### src/rtl/dc_ctrl_pkg.sv
// ============================================================================
// Module : dc_ctrl_pkg
// Brief  : Shared types and header-field layout for the DC frame sequencer.
// Rev    : 1.0  initial release
// ============================================================================
`default_nettype none

package dc_ctrl_pkg;

    typedef enum logic [2:0] {
        ST_IDLE    = 3'd0,
        ST_PAYLOAD = 3'd1,
        ST_CSUM    = 3'd2,
        ST_LOAD    = 3'd3,
        ST_LAUNCH  = 3'd4
    } state_t;

    localparam int MAGIC_MSB = 31;
    localparam int MAGIC_LSB = 28;
    localparam int TYPE_MSB  = 27;
    localparam int TYPE_LSB  = 24;
    localparam int MASK_MSB  = 23;
    localparam int MASK_LSB  = 0;

    localparam logic [3:0] TYPE_CFG    = 4'd0;
    localparam logic [3:0] TYPE_LAUNCH = 4'd1;

endpackage

`default_nettype wire

### src/rtl/dc_frame_sequencer_if.sv
// ============================================================================
// Module : dc_frame_sequencer_if
// Brief  : Show-ahead command-word FIFO read port (FIFO = master, sequencer = slave).
// Rev    : 1.0  initial release
// ============================================================================
`default_nettype none

interface dc_frame_sequencer_if;
    logic [31:0] i_fifo_data;
    logic        i_fifo_empty;
    logic        o_fifo_deq;

    modport master (output i_fifo_data, output i_fifo_empty, input  o_fifo_deq);
    modport slave  (input  i_fifo_data, input  i_fifo_empty, output o_fifo_deq);
endinterface

`default_nettype wire

### src/rtl/dc_mask_scan.sv
// ============================================================================
// Module : dc_mask_scan
// Brief  : Finds the lowest set mask bit at or above a scan pointer.
// Rev    : 1.0  initial release
// ============================================================================
`default_nettype none

module dc_mask_scan #(
    parameter int WIDTH = 24,
    parameter int PTR_W = $clog2(WIDTH + 1)
) (
    input  wire logic [WIDTH-1:0] i_mask,
    input  wire logic [PTR_W-1:0] i_ptr,
    output logic      [PTR_W-1:0] o_idx,
    output logic                  o_found
);

    // Descending walk so the lowest qualifying bit is the last one written.
    always_comb begin
        o_idx   = '0;
        o_found = 1'b0;
        for (int i = WIDTH - 1; i >= 0; i--) begin
            if (i_mask[i] && (PTR_W'(i) >= i_ptr)) begin
                o_idx   = PTR_W'(i);
                o_found = 1'b1;
            end
        end
    end

endmodule

`default_nettype wire

### src/rtl/dc_frame_sequencer.sv
// ============================================================================
// Module : dc_frame_sequencer
// Brief  : Parses checksummed command frames, shadows config payload, loads DC channels.
// Rev    : 1.0  initial release
// ============================================================================
`default_nettype none

module dc_frame_sequencer
    import dc_ctrl_pkg::*;
#(
    parameter int         DAC_CHANNEL   = 24,
    parameter int         FRAME_WORDS   = 31,
    parameter int         TIMEOUT_WIDTH = 16,
    parameter logic [3:0] MAGIC         = 4'hA
) (
    input  wire logic                      i_clk,
    input  wire logic                      i_rst,
    dc_frame_sequencer_if.slave            fifo,
    input  wire logic [DAC_CHANNEL-1:0]    i_dc_busy,
    output logic      [FRAME_WORDS*32-1:0] o_regs,
    output logic      [DAC_CHANNEL-1:0]    o_load,
    output logic      [31:0]               o_launch_cmd,
    output logic                           o_launch_valid,
    output logic                           o_busy,
    output logic      [7:0]                o_err_cnt,
    output logic                           o_timeout
);

    localparam int PTR_W = $clog2(DAC_CHANNEL + 1);
    localparam int IDX_W = $clog2(FRAME_WORDS + 1);

    state_t                      state_q, state_d;
    logic                        is_cfg_q, is_cfg_d;
    logic [DAC_CHANNEL-1:0]      mask_q, mask_d;
    logic [PTR_W-1:0]            ptr_q, ptr_d;
    logic [IDX_W-1:0]            idx_q, idx_d;
    logic [31:0]                 csum_q, csum_d;
    logic [TIMEOUT_WIDTH-1:0]    wait_q, wait_d;
    logic [FRAME_WORDS*32-1:0]   regs_q, regs_d;
    logic [31:0]                 hold_q, hold_d;
    logic [31:0]                 launch_cmd_q, launch_cmd_d;
    logic                        launch_valid_q, launch_valid_d;
    logic [7:0]                  err_cnt_q, err_cnt_d;

    logic                        pop;
    logic                        err_inc;
    logic                        timeout;
    logic [DAC_CHANNEL-1:0]      load_vec;
    logic [DAC_CHANNEL-1:0]      sel;
    logic [PTR_W-1:0]            scan_idx;
    logic                        scan_found;
    logic [23:0]                 hdr_mask;
    logic [3:0]                  hdr_type;

    dc_mask_scan #(
        .WIDTH (DAC_CHANNEL),
        .PTR_W (PTR_W)
    ) u_scan (
        .i_mask  (mask_q),
        .i_ptr   (ptr_q),
        .o_idx   (scan_idx),
        .o_found (scan_found)
    );

    assign hdr_mask = fifo.i_fifo_data[MASK_MSB:MASK_LSB];
    assign hdr_type = fifo.i_fifo_data[TYPE_MSB:TYPE_LSB];

    always_comb begin
        state_d        = state_q;
        is_cfg_d       = is_cfg_q;
        mask_d         = mask_q;
        ptr_d          = ptr_q;
        idx_d          = idx_q;
        csum_d         = csum_q;
        wait_d         = wait_q;
        regs_d         = regs_q;
        hold_d         = hold_q;
        launch_cmd_d   = launch_cmd_q;
        launch_valid_d = 1'b0;
        pop            = 1'b0;
        err_inc        = 1'b0;
        timeout        = 1'b0;
        load_vec       = '0;
        sel            = '0;

        // Strobes and pops are suppressed while reset is held.
        if (!i_rst) begin
            pop = !fifo.i_fifo_empty &&
                  (state_q == ST_IDLE || state_q == ST_PAYLOAD || state_q == ST_CSUM);
            case (state_q)
                ST_IDLE: if (pop) begin
                    if (fifo.i_fifo_data[MAGIC_MSB:MAGIC_LSB] == MAGIC &&
                        (hdr_type == TYPE_CFG || hdr_type == TYPE_LAUNCH)) begin
                        is_cfg_d = (hdr_type == TYPE_CFG);
                        mask_d   = hdr_mask[DAC_CHANNEL-1:0];
                        csum_d   = fifo.i_fifo_data;
                        idx_d    = '0;
                        state_d  = ST_PAYLOAD;
                    end else begin
                        err_inc = 1'b1;
                    end
                end
                ST_PAYLOAD: if (pop) begin
                    if (is_cfg_q) regs_d[{idx_q, 5'b0} +: 32] = fifo.i_fifo_data;
                    else          hold_d = fifo.i_fifo_data;
                    csum_d = csum_q ^ fifo.i_fifo_data;
                    idx_d  = idx_q + IDX_W'(1);
                    if (!is_cfg_q || idx_q == IDX_W'(FRAME_WORDS - 1)) state_d = ST_CSUM;
                end
                ST_CSUM: if (pop) begin
                    if (fifo.i_fifo_data != csum_q) begin
                        err_inc = 1'b1;
                        state_d = ST_IDLE;
                    end else if (is_cfg_q) begin
                        ptr_d   = '0;
                        wait_d  = '0;
                        state_d = (mask_q == '0) ? ST_IDLE : ST_LOAD;
                    end else begin
                        launch_cmd_d   = hold_q;
                        launch_valid_d = 1'b1;
                        state_d        = ST_LAUNCH;
                    end
                end
                ST_LOAD: begin
                    if (!scan_found) begin
                        state_d = ST_IDLE;
                    end else begin
                        sel[scan_idx] = 1'b1;
                        if (!i_dc_busy[scan_idx] || (&wait_q)) begin
                            if (i_dc_busy[scan_idx]) begin
                                timeout = 1'b1;
                                err_inc = 1'b1;
                            end else begin
                                load_vec = sel;
                            end
                            mask_d = mask_q & ~sel;
                            ptr_d  = scan_idx + PTR_W'(1);
                            wait_d = '0;
                            // Leave on the last channel so LOAD lasts popcount(mask) cycles.
                            if ((mask_q & ~sel) == '0) state_d = ST_IDLE;
                        end else begin
                            wait_d = wait_q + TIMEOUT_WIDTH'(1);
                        end
                    end
                end
                ST_LAUNCH: state_d = ST_IDLE;
                default:   state_d = ST_IDLE;
            endcase
        end

        err_cnt_d = (err_inc && err_cnt_q != 8'hFF) ? err_cnt_q + 8'd1 : err_cnt_q;
    end

    always_ff @(posedge i_clk) begin
        if (i_rst) begin
            state_q        <= ST_IDLE;
            is_cfg_q       <= 1'b0;
            mask_q         <= '0;
            ptr_q          <= '0;
            idx_q          <= '0;
            csum_q         <= '0;
            wait_q         <= '0;
            regs_q         <= '0;
            hold_q         <= '0;
            launch_cmd_q   <= '0;
            launch_valid_q <= 1'b0;
            err_cnt_q      <= '0;
        end else begin
            state_q        <= state_d;
            is_cfg_q       <= is_cfg_d;
            mask_q         <= mask_d;
            ptr_q          <= ptr_d;
            idx_q          <= idx_d;
            csum_q         <= csum_d;
            wait_q         <= wait_d;
            regs_q         <= regs_d;
            hold_q         <= hold_d;
            launch_cmd_q   <= launch_cmd_d;
            launch_valid_q <= launch_valid_d;
            err_cnt_q      <= err_cnt_d;
        end
    end

    assign fifo.o_fifo_deq = pop;
    assign o_regs          = regs_q;
    assign o_load          = load_vec;
    assign o_launch_cmd    = launch_cmd_q;
    assign o_launch_valid  = launch_valid_q;
    assign o_busy          = (state_q != ST_IDLE);
    assign o_err_cnt       = err_cnt_q;
    assign o_timeout       = timeout;

endmodule

`default_nettype wire

### src/flat_wrapper.sv
// flat-port wrapper written by rule: the top's interface ports become plain ports
module dc_frame_sequencer_flat import dc_ctrl_pkg::*;
#(
    parameter int         DAC_CHANNEL   = 24,
    parameter int         FRAME_WORDS   = 31,
    parameter int         TIMEOUT_WIDTH = 16,
    parameter logic [3:0] MAGIC         = 4'hA
)
  (i_clk, i_rst, i_dc_busy, o_regs, o_load, o_launch_cmd, o_launch_valid, o_busy, o_err_cnt, o_timeout, fifo_i_fifo_data, fifo_i_fifo_empty, fifo_o_fifo_deq);
  dc_frame_sequencer_if fifo_i ();
  input  wire logic i_clk;
  input  wire logic i_rst;
  input  wire logic [DAC_CHANNEL-1:0] i_dc_busy;
  output logic      [FRAME_WORDS*32-1:0] o_regs;
  output logic      [DAC_CHANNEL-1:0] o_load;
  output logic      [31:0] o_launch_cmd;
  output logic o_launch_valid;
  output logic o_busy;
  output logic      [7:0] o_err_cnt;
  output logic o_timeout;
  input wire logic [$bits(fifo_i.i_fifo_data)-1:0] fifo_i_fifo_data;
  input wire logic [$bits(fifo_i.i_fifo_empty)-1:0] fifo_i_fifo_empty;
  output wire logic [$bits(fifo_i.o_fifo_deq)-1:0] fifo_o_fifo_deq;
  assign fifo_i.i_fifo_data = fifo_i_fifo_data;
  assign fifo_i.i_fifo_empty = fifo_i_fifo_empty;
  assign fifo_o_fifo_deq = fifo_i.o_fifo_deq;
  dc_frame_sequencer #(.DAC_CHANNEL(DAC_CHANNEL), .FRAME_WORDS(FRAME_WORDS), .TIMEOUT_WIDTH(TIMEOUT_WIDTH), .MAGIC(MAGIC)) u_core (.i_clk(i_clk), .i_rst(i_rst), .fifo(fifo_i), .i_dc_busy(i_dc_busy), .o_regs(o_regs), .o_load(o_load), .o_launch_cmd(o_launch_cmd), .o_launch_valid(o_launch_valid), .o_busy(o_busy), .o_err_cnt(o_err_cnt), .o_timeout(o_timeout));
endmodule
### config.mk
export PLATFORM = sky130hd
export DESIGN_NAME = dc_frame_sequencer_flat
export DESIGN_NICKNAME = d
export VERILOG_FILES = /design/src/rtl/dc_ctrl_pkg.sv /design/src/rtl/dc_frame_sequencer_if.sv /design/src/rtl/dc_mask_scan.sv /design/src/rtl/dc_frame_sequencer.sv /design/src/flat_wrapper.sv
export SDC_FILE = /design/constraint.sdc
export NUM_CORES = 2
export LEC_CHECK = 0
export ABC_CLOCK_PERIOD_IN_PS = 4200
export BUFFER_PORTS_ARGS = -buffer_cell sky130_fd_sc_hd__buf_2
export CAP_MARGIN = 20
export CORE_AREA = 2 2 440 442
export CTS_BUF_LIST = sky130_fd_sc_hd__clkbuf_8
export DETAILED_ROUTE_END_ITERATION = 16
export DIE_AREA = 0 0 442 444
export SYNTH_ARGS = -nofsm -noshare
export SYNTH_HDL_FRONTEND = slang
export SYNTH_SLANG_ARGS = --single-unit
### constraint.sdc
create_clock -name i_clk -period 4.2 [get_ports i_clk]
set_input_delay 0.84 -clock i_clk [delete_from_list [all_inputs] [get_ports i_clk]]
set_output_delay 0.84 -clock i_clk [all_outputs]
set_load 0.01 [all_outputs]
After elaboration in Yosys (flattened, before gate mapping)

Cells that the tools add are included.
W data, S select, Z words.

Bitwise operators: 7
Order comparisons: 26
Shift-type cells: 2
Eq/ne operators: 19
Reductions and logical operators: 55
$add $sub $neg: 5
Muxes and demuxes: 108

Operator list:

| cell                        | number |
|---|---|
| $bwmux W992                 | 1 |
| $shift A32 B12 Y992 const A | 1 |
| $shiftx A32 B12 Y992        | 1 |
| $mux W24                    | 9 |
| $mux W5                     | 32 |
| $mux W32                    | 3 |
| $mux W16                    | 5 |
| $pmux W32 S2                | 1 |
| $logic_not A24 Y1           | 2 |
| $pmux W24 S2                | 1 |
| $ge A4 B5 Y1 const A        | 8 |
| $ge A5 B5 Y1 const A        | 8 |
| $mux W1                     | 38 |
| $ne A32 B32 Y1              | 1 |
| $pmux W16 S2                | 1 |
| $xor A32 B32 Y32            | 1 |
| $mux W3                     | 10 |
| $logic_and A1 B1 Y1         | 28 |
| $and A24 B24 Y24            | 1 |
| $not A24 Y24                | 1 |
| $ge A3 B5 Y1 const A        | 4 |
| $pmux W5 S2                 | 2 |
| $add A16 B1 Y16 const B     | 1 |
| $reduce_and A16 Y1          | 1 |
| other kinds (34)            | 61 |

Output and inout bits: 1060
Register bits: 1151

Logic depth before layout (Yosys ltp)

Depth after elaboration: 37
Gate-level depth with buffers: 18

By module

Synthesis repeated with hierarchy kept, for this count alone.

Cell total of the unflattened synthesis: 5751
Area total of the unflattened synthesis: 44306.2 µm²

Modules (own cells, without submodules):

| module             | instances | cells each | area each (µm²) |
|---|---|---|---|
| dc_frame_sequencer | 1         | 5625       | 43447.9 |
| dc_mask_scan       | 1         | 126        | 858.3 |

Worst setup path after synthesis

No wires, ideal clock.

Path type: reg-to-output
Start point: register u_core.ptr_q[1]
End point: output port o_load[13]
Required time: 3360 ps
Arrival time: 3692 ps
Path buffers: 2
Cell stages (with the launch flop): 13
Setup slack: -332 ps
Path through: dfxtp_1 buf_2 and4_1 a211o_1 o221ai_1 nand2_1 a21oi_2 mux2_1 a2111o_1 a222oi_1 nand2_1 clkbuf_1 nor4_1

Cells in the longest elaborated chain, start to end: 35
Elaborated cells on any way between the ends: 110
Classes of those cells: order compare: 26; mux: 57; reduce/logical: 27

Ends and longest elaborated chain:

| item                                                                      | line                      | source |
|---|---|---|
| start, declared                                                           | dc_frame_sequencer.sv:35  | `logic [PTR_W-1:0] ptr_q, ptr_d;` |
| start signal, assigned                                                    | dc_frame_sequencer.sv:172 | `ptr_q <= ptr_d;` |
| $ge A5 B5 Y1                                                              | dc_mask_scan.sv:23        | `if (i_mask[i] && (PTR_W'(i) >= i_ptr)) begin` |
| $logic_and A1 B1 Y1                                                       | dc_mask_scan.sv:23        |  |
| $mux W5 (24 in a row)                                                     | dc_mask_scan.sv:23        |  |
| $lt A5 B6 Y1 (not written as such) / $ge A5 B1 Y1 (equally long branches) | dc_frame_sequencer.sv:128 | `sel[scan_idx] = 1'b1;` |
| $logic_and A1 B1 Y1 (not written as such)                                 | dc_frame_sequencer.sv:128 |  |
| $mux W1 (not written as such)                                             | dc_frame_sequencer.sv:128 |  |
| $demux W1 S5                                                              | -                         |  |
| $mux W24                                                                  | dc_frame_sequencer.sv:130 | `if (i_dc_busy[scan_idx]) begin` |
| $mux W24                                                                  | dc_frame_sequencer.sv:129 | `if (!i_dc_busy[scan_idx] \|\| (&wait_q)) begin` |
| $mux W24 (*)                                                              | dc_frame_sequencer.sv:125 | `if (!scan_found) begin` |
| $mux W24 (*)                                                              | dc_frame_sequencer.sv:90  | `case (state_q)` |
| $mux W24 (*)                                                              | dc_frame_sequencer.sv:87  | `if (!i_rst) begin` |
| end, declared                                                             | flat_wrapper.sv:15        | `output logic [DAC_CHANNEL-1:0] o_load;` |

Every way passes the cells marked *; elsewhere a longest branch is shown, timed or not. The select of a mux whose other input is x is not followed.

Worst setup path in the final report

Start point: register u_core.ptr_q[1]
End point: output port o_load[6]

Same word-level chain as after synthesis.

==> key figures <==
Outcome
  • Status: complete, but fails checks
  • Failing checks: negative setup slack

Placed design
  • Placed Instances: roughly 9.2k
  • GPL Wtd Cong: 0.852
  • Pre-CTS setup slack: -0.386 ns
  • Post-DP HPWL: 161,000 µm
  • IO buf count: 1,118
  • Area after DPL: around 54,000 µm²

Timing
  • Period minus WS final: around 5.4 ns
  • Slew HR: 0.177
  • Setup TNS: -28.96 ns
  • WHS: between 0.3 and 0.4 ns
  • Fin. max-slew vios: 0
  • Final WS setup: -1.24 ns
  • RSZ-0062 raised after global routing: yes
  • Final setup vio count: 25
  • Final hold vios: 0
  • Fmax: 184 MHz
  • Final Skew: 0.0796 ns
  • Fin crit share: 1.30
  • Tightest Pin Transition: 1.23 ns

Drt
  • Met1 Wirelength: between 90,000 and 100,000 µm
  • Highest routed layer: met5
  • DR vias/cell: 4.89
  • Final wirelength: 237,000 µm
  • Drt first-iter violations: 4,392
  • Number of remaining DRC errors: 0
  • WL per Instance: 24.8 µm
  • Met3 wire length: 19,400 µm
  • DRT Pass-1 Iters: 6
  • Post-route ant nets: 0
  • Met2 wire length: 109,000 µm
  • Via count: approximately 47k

Yosys
  • Post-Syn Area per Cell: 7.74 µm²
  • Post-synthesis mux area share: 0.0119
  • Cell variety after synth: 74
  • Yosys top cell by area: dfxtp_1
  • Netlist Area Pre-Place: 44,200 µm²
  • Yosys warnings: 0
  • Yosys reg bits: 1,151
  • Post-synth EDFFs: 0
  • Seq/Total Area, Yosys: 0.522
  • Adder-Cell Fraction of Synth Area: 0.00312
  • Yosys top cell area share: 0.522
  • Largest family of logic cells by synthesized area: simple AND/OR/NAND/NOR gates
  • Synth Area in XOR/XNOR: 0.0174
  • Top cells by area, synth: dfxtp_1 (52%), a21oi_1 (12%), nand2_1 (8.7%), nor2_1 (6.8%), nor3_1 (4.9%)
  • Post-synthesis async set-or-reset flop share: 0
  • Synthesized-area fraction occupied by ao, oa, aoi and oai cells: 0.144
  • Synth Net Count: ~5.8k
  • Synth top cells by count: dfxtp_1 (1,151), a21oi_1 (1,070), nand2_1 (1,018)
  • Simple-gate portion of the synthesized area: 0.255
  • Prevailing post-synth register cell: dfxtp_1
  • Count leader, synth: dfxtp_1
  • Synth Instances: between 5k and 6k

Min path
  • Hold/Removal Path Class: in2reg
  • Worst Hold Path Cells: 3

Critical path
  • Critical Path Fanout Max: 6
  • FF-to-FF path depth: 21
  • Startpoint types: register
  • Crit Path Category: reg2out
  • Worst EP required: ~3.4 ns
  • Endpoint type of the worst setup path: primary output
  • Critical Path AT: 4.60 ns

Finish
  • Layout Cells excl Fill: 9,562
  • Design Area, Final: around 59,000 µm²
  • Final core occ: 0.310
  • Synth-to-Final Area Change: 34.3%
  • Layout cells sized above 1: 0.270
  • Final net count: between 6k and 7k
  • Fill cells: 20.4k

Clocking
  • Reg clk slew, reported paths: 0.07 ns
  • Root Driver: clkbuf_8
  • # hold bufs at CTS: 0
  • CTS tree: built
  • Clock tree buffer depth: 3
  • Htree depth: 4
  • Clk sinks: 1,151
  • Num CTS Buffers: between 200 and 250
  • Worst skew pair latency: 1.03 ns

Job
  • Max-cap check violation count: 0

Floorplan
  • Die Y: 444 µm
  • Initial core utilization: 0.231
  • Die Wd: 442 µm
  • Die area: between 150,000 and 200,000 µm²
  • Row count: 161
  • # IOs: 1,119
  • Core area: roughly 190,000 µm²

Global routing
  • Largest net degree at the start of global routing: about 220
  • First-pass GRT wire length: ~320,000 µm
  • Grt ovf: 0
  • Global Route Usage Sum: 0.228
  • Vias in the first global route: between 40k and 50k
  • Initial antenna violation count: 35

Power and ir drop
  • Leak: 24.7 nW
  • Design Power: between 20 and 25 mW
  • VDD IR max: around 0.29 mV
  • Pwr dens: 396 nW/µm²
[repair_timing]
item | CTS | global route
gates cloned | 1 | 1
resized for setup | 41 | 32
buffers inserted | 4 | 10
pin swaps | 11 | 25
setup endpoints to repair | 69 | 68
[registers in the layout, indices dropped and copies added (netlist names), 3 cells and up]
signal,cells
u_core.o_regs,992
u_core.csum_q,32
u_core.hold_q,32
u_core.o_launch_cmd,32
u_core.mask_q,24
u_core.wait_q,16
u_core.o_err_cnt,8
u_core.idx_q,5
u_core.ptr_q,5
u_core.state_q,3
[cell families after synthesis]
logic type | Yosys count
adders and majority gates | 11
muxes | 52
AOI/OAI and AO/OA | 1198
and+or+nand+nor | 2668
DFF | 1151
buffers and inverters | 542
xor gates and xnor gates | 88
[final timing paths]
path	startpoint	to	slack, ns
max reg2reg	u_core.ptr_q[1]	u_core.state_q[0]	0.05
max	u_core.ptr_q[1]	o_load[6]	-1.24
min reg2reg	u_core.o_regs[17]	u_core.o_regs[17]	0.45
min	fifo_i_fifo_data[26]	u_core.o_regs[314]	0.31
[worst max-delay path: stages (launching register included)]
cell and delay (ns):
dfxtp_4 0.37, buf_6 0.13, and4_4 0.19, a211o_4 0.34, o221ai_4 0.17, nand2_2 0.12
a21oi_4 0.22, mux2_4 0.32, a2111o_1 0.36, a222oi_1 0.40, nand2_1 0.16, buf_6 0.19
nor3_4 0.17, buf_6 0.16, and3_4 0.19, buf_6 0.10
[layout by cell type (no fill, tap or decap), types with 19 or more instances in the layout]
| master | synthesis | final |
|---|---|---|
| clkinv_2 | 0 | 19 |
| a21oi_1 | 1070 | 1070 |
| mux2i_1 | 48 | 48 |
| nand2_1 | 1018 | 1012 |
| dfxtp_1 | 1151 | 1147 |
| nand3_2 | 0 | 19 |
| nor2_1 | 806 | 790 |
| nor3_1 | 429 | 424 |
| o21ai_0 | 20 | 19 |
| xor2_1 | 47 | 46 |
| buf_12 | 0 | 25 |
| nand3_1 | 282 | 257 |
| o311ai_0 | 22 | 22 |
| buf_2 | 10 | 1106 |
| buf_4 | 3 | 304 |
| clkbuf_8 | 0 | 252 |
| buf_6 | 0 | 21 |
| inv_1 | 16 | 79 |
| xnor2_1 | 41 | 40 |
[layer usage]
metal | vias up | global-route usage
met3 | 621 | 0.0561
met4 | 6 | 0.130
met5 | - | 0
met1 | 22344 | 0.280
met2 | 2295 | 0.365
li1 | 21498 | -
[power breakdown]
part | total [mW] | internal, mW | switching [mW] | leakage, nW
Combinational | 0.973 | 0.188 | 0.785 | 12.9
Sequential | 11.0 | 10.9 | 0.0180 | 9.27
Clock | 11.6 | 6.35 | 5.21 | 2.53
Total | 23.5 | 17.5 | 6.01 | 24.7
[area by class of cell]
type | count | area [µm²] | area share
Antenna cell | 16 | 40.0 | 0.000675
Clock buffer | 252 | 3470 | 0.0584
Clock inverter | 120 | 1040 | 0.0176
Inverter | 18 | 76.3 | 0.00129
Multi-Input combinational cell | 4017 | 19800 | 0.334
Sequential cell | 1151 | 23100 | 0.388
Tap cell | 2526 | 3160 | 0.0533
Timing Repair Buffer | 1462 | 8680 | 0.146
Note: power is estimated with default switching activity, not from simulation.
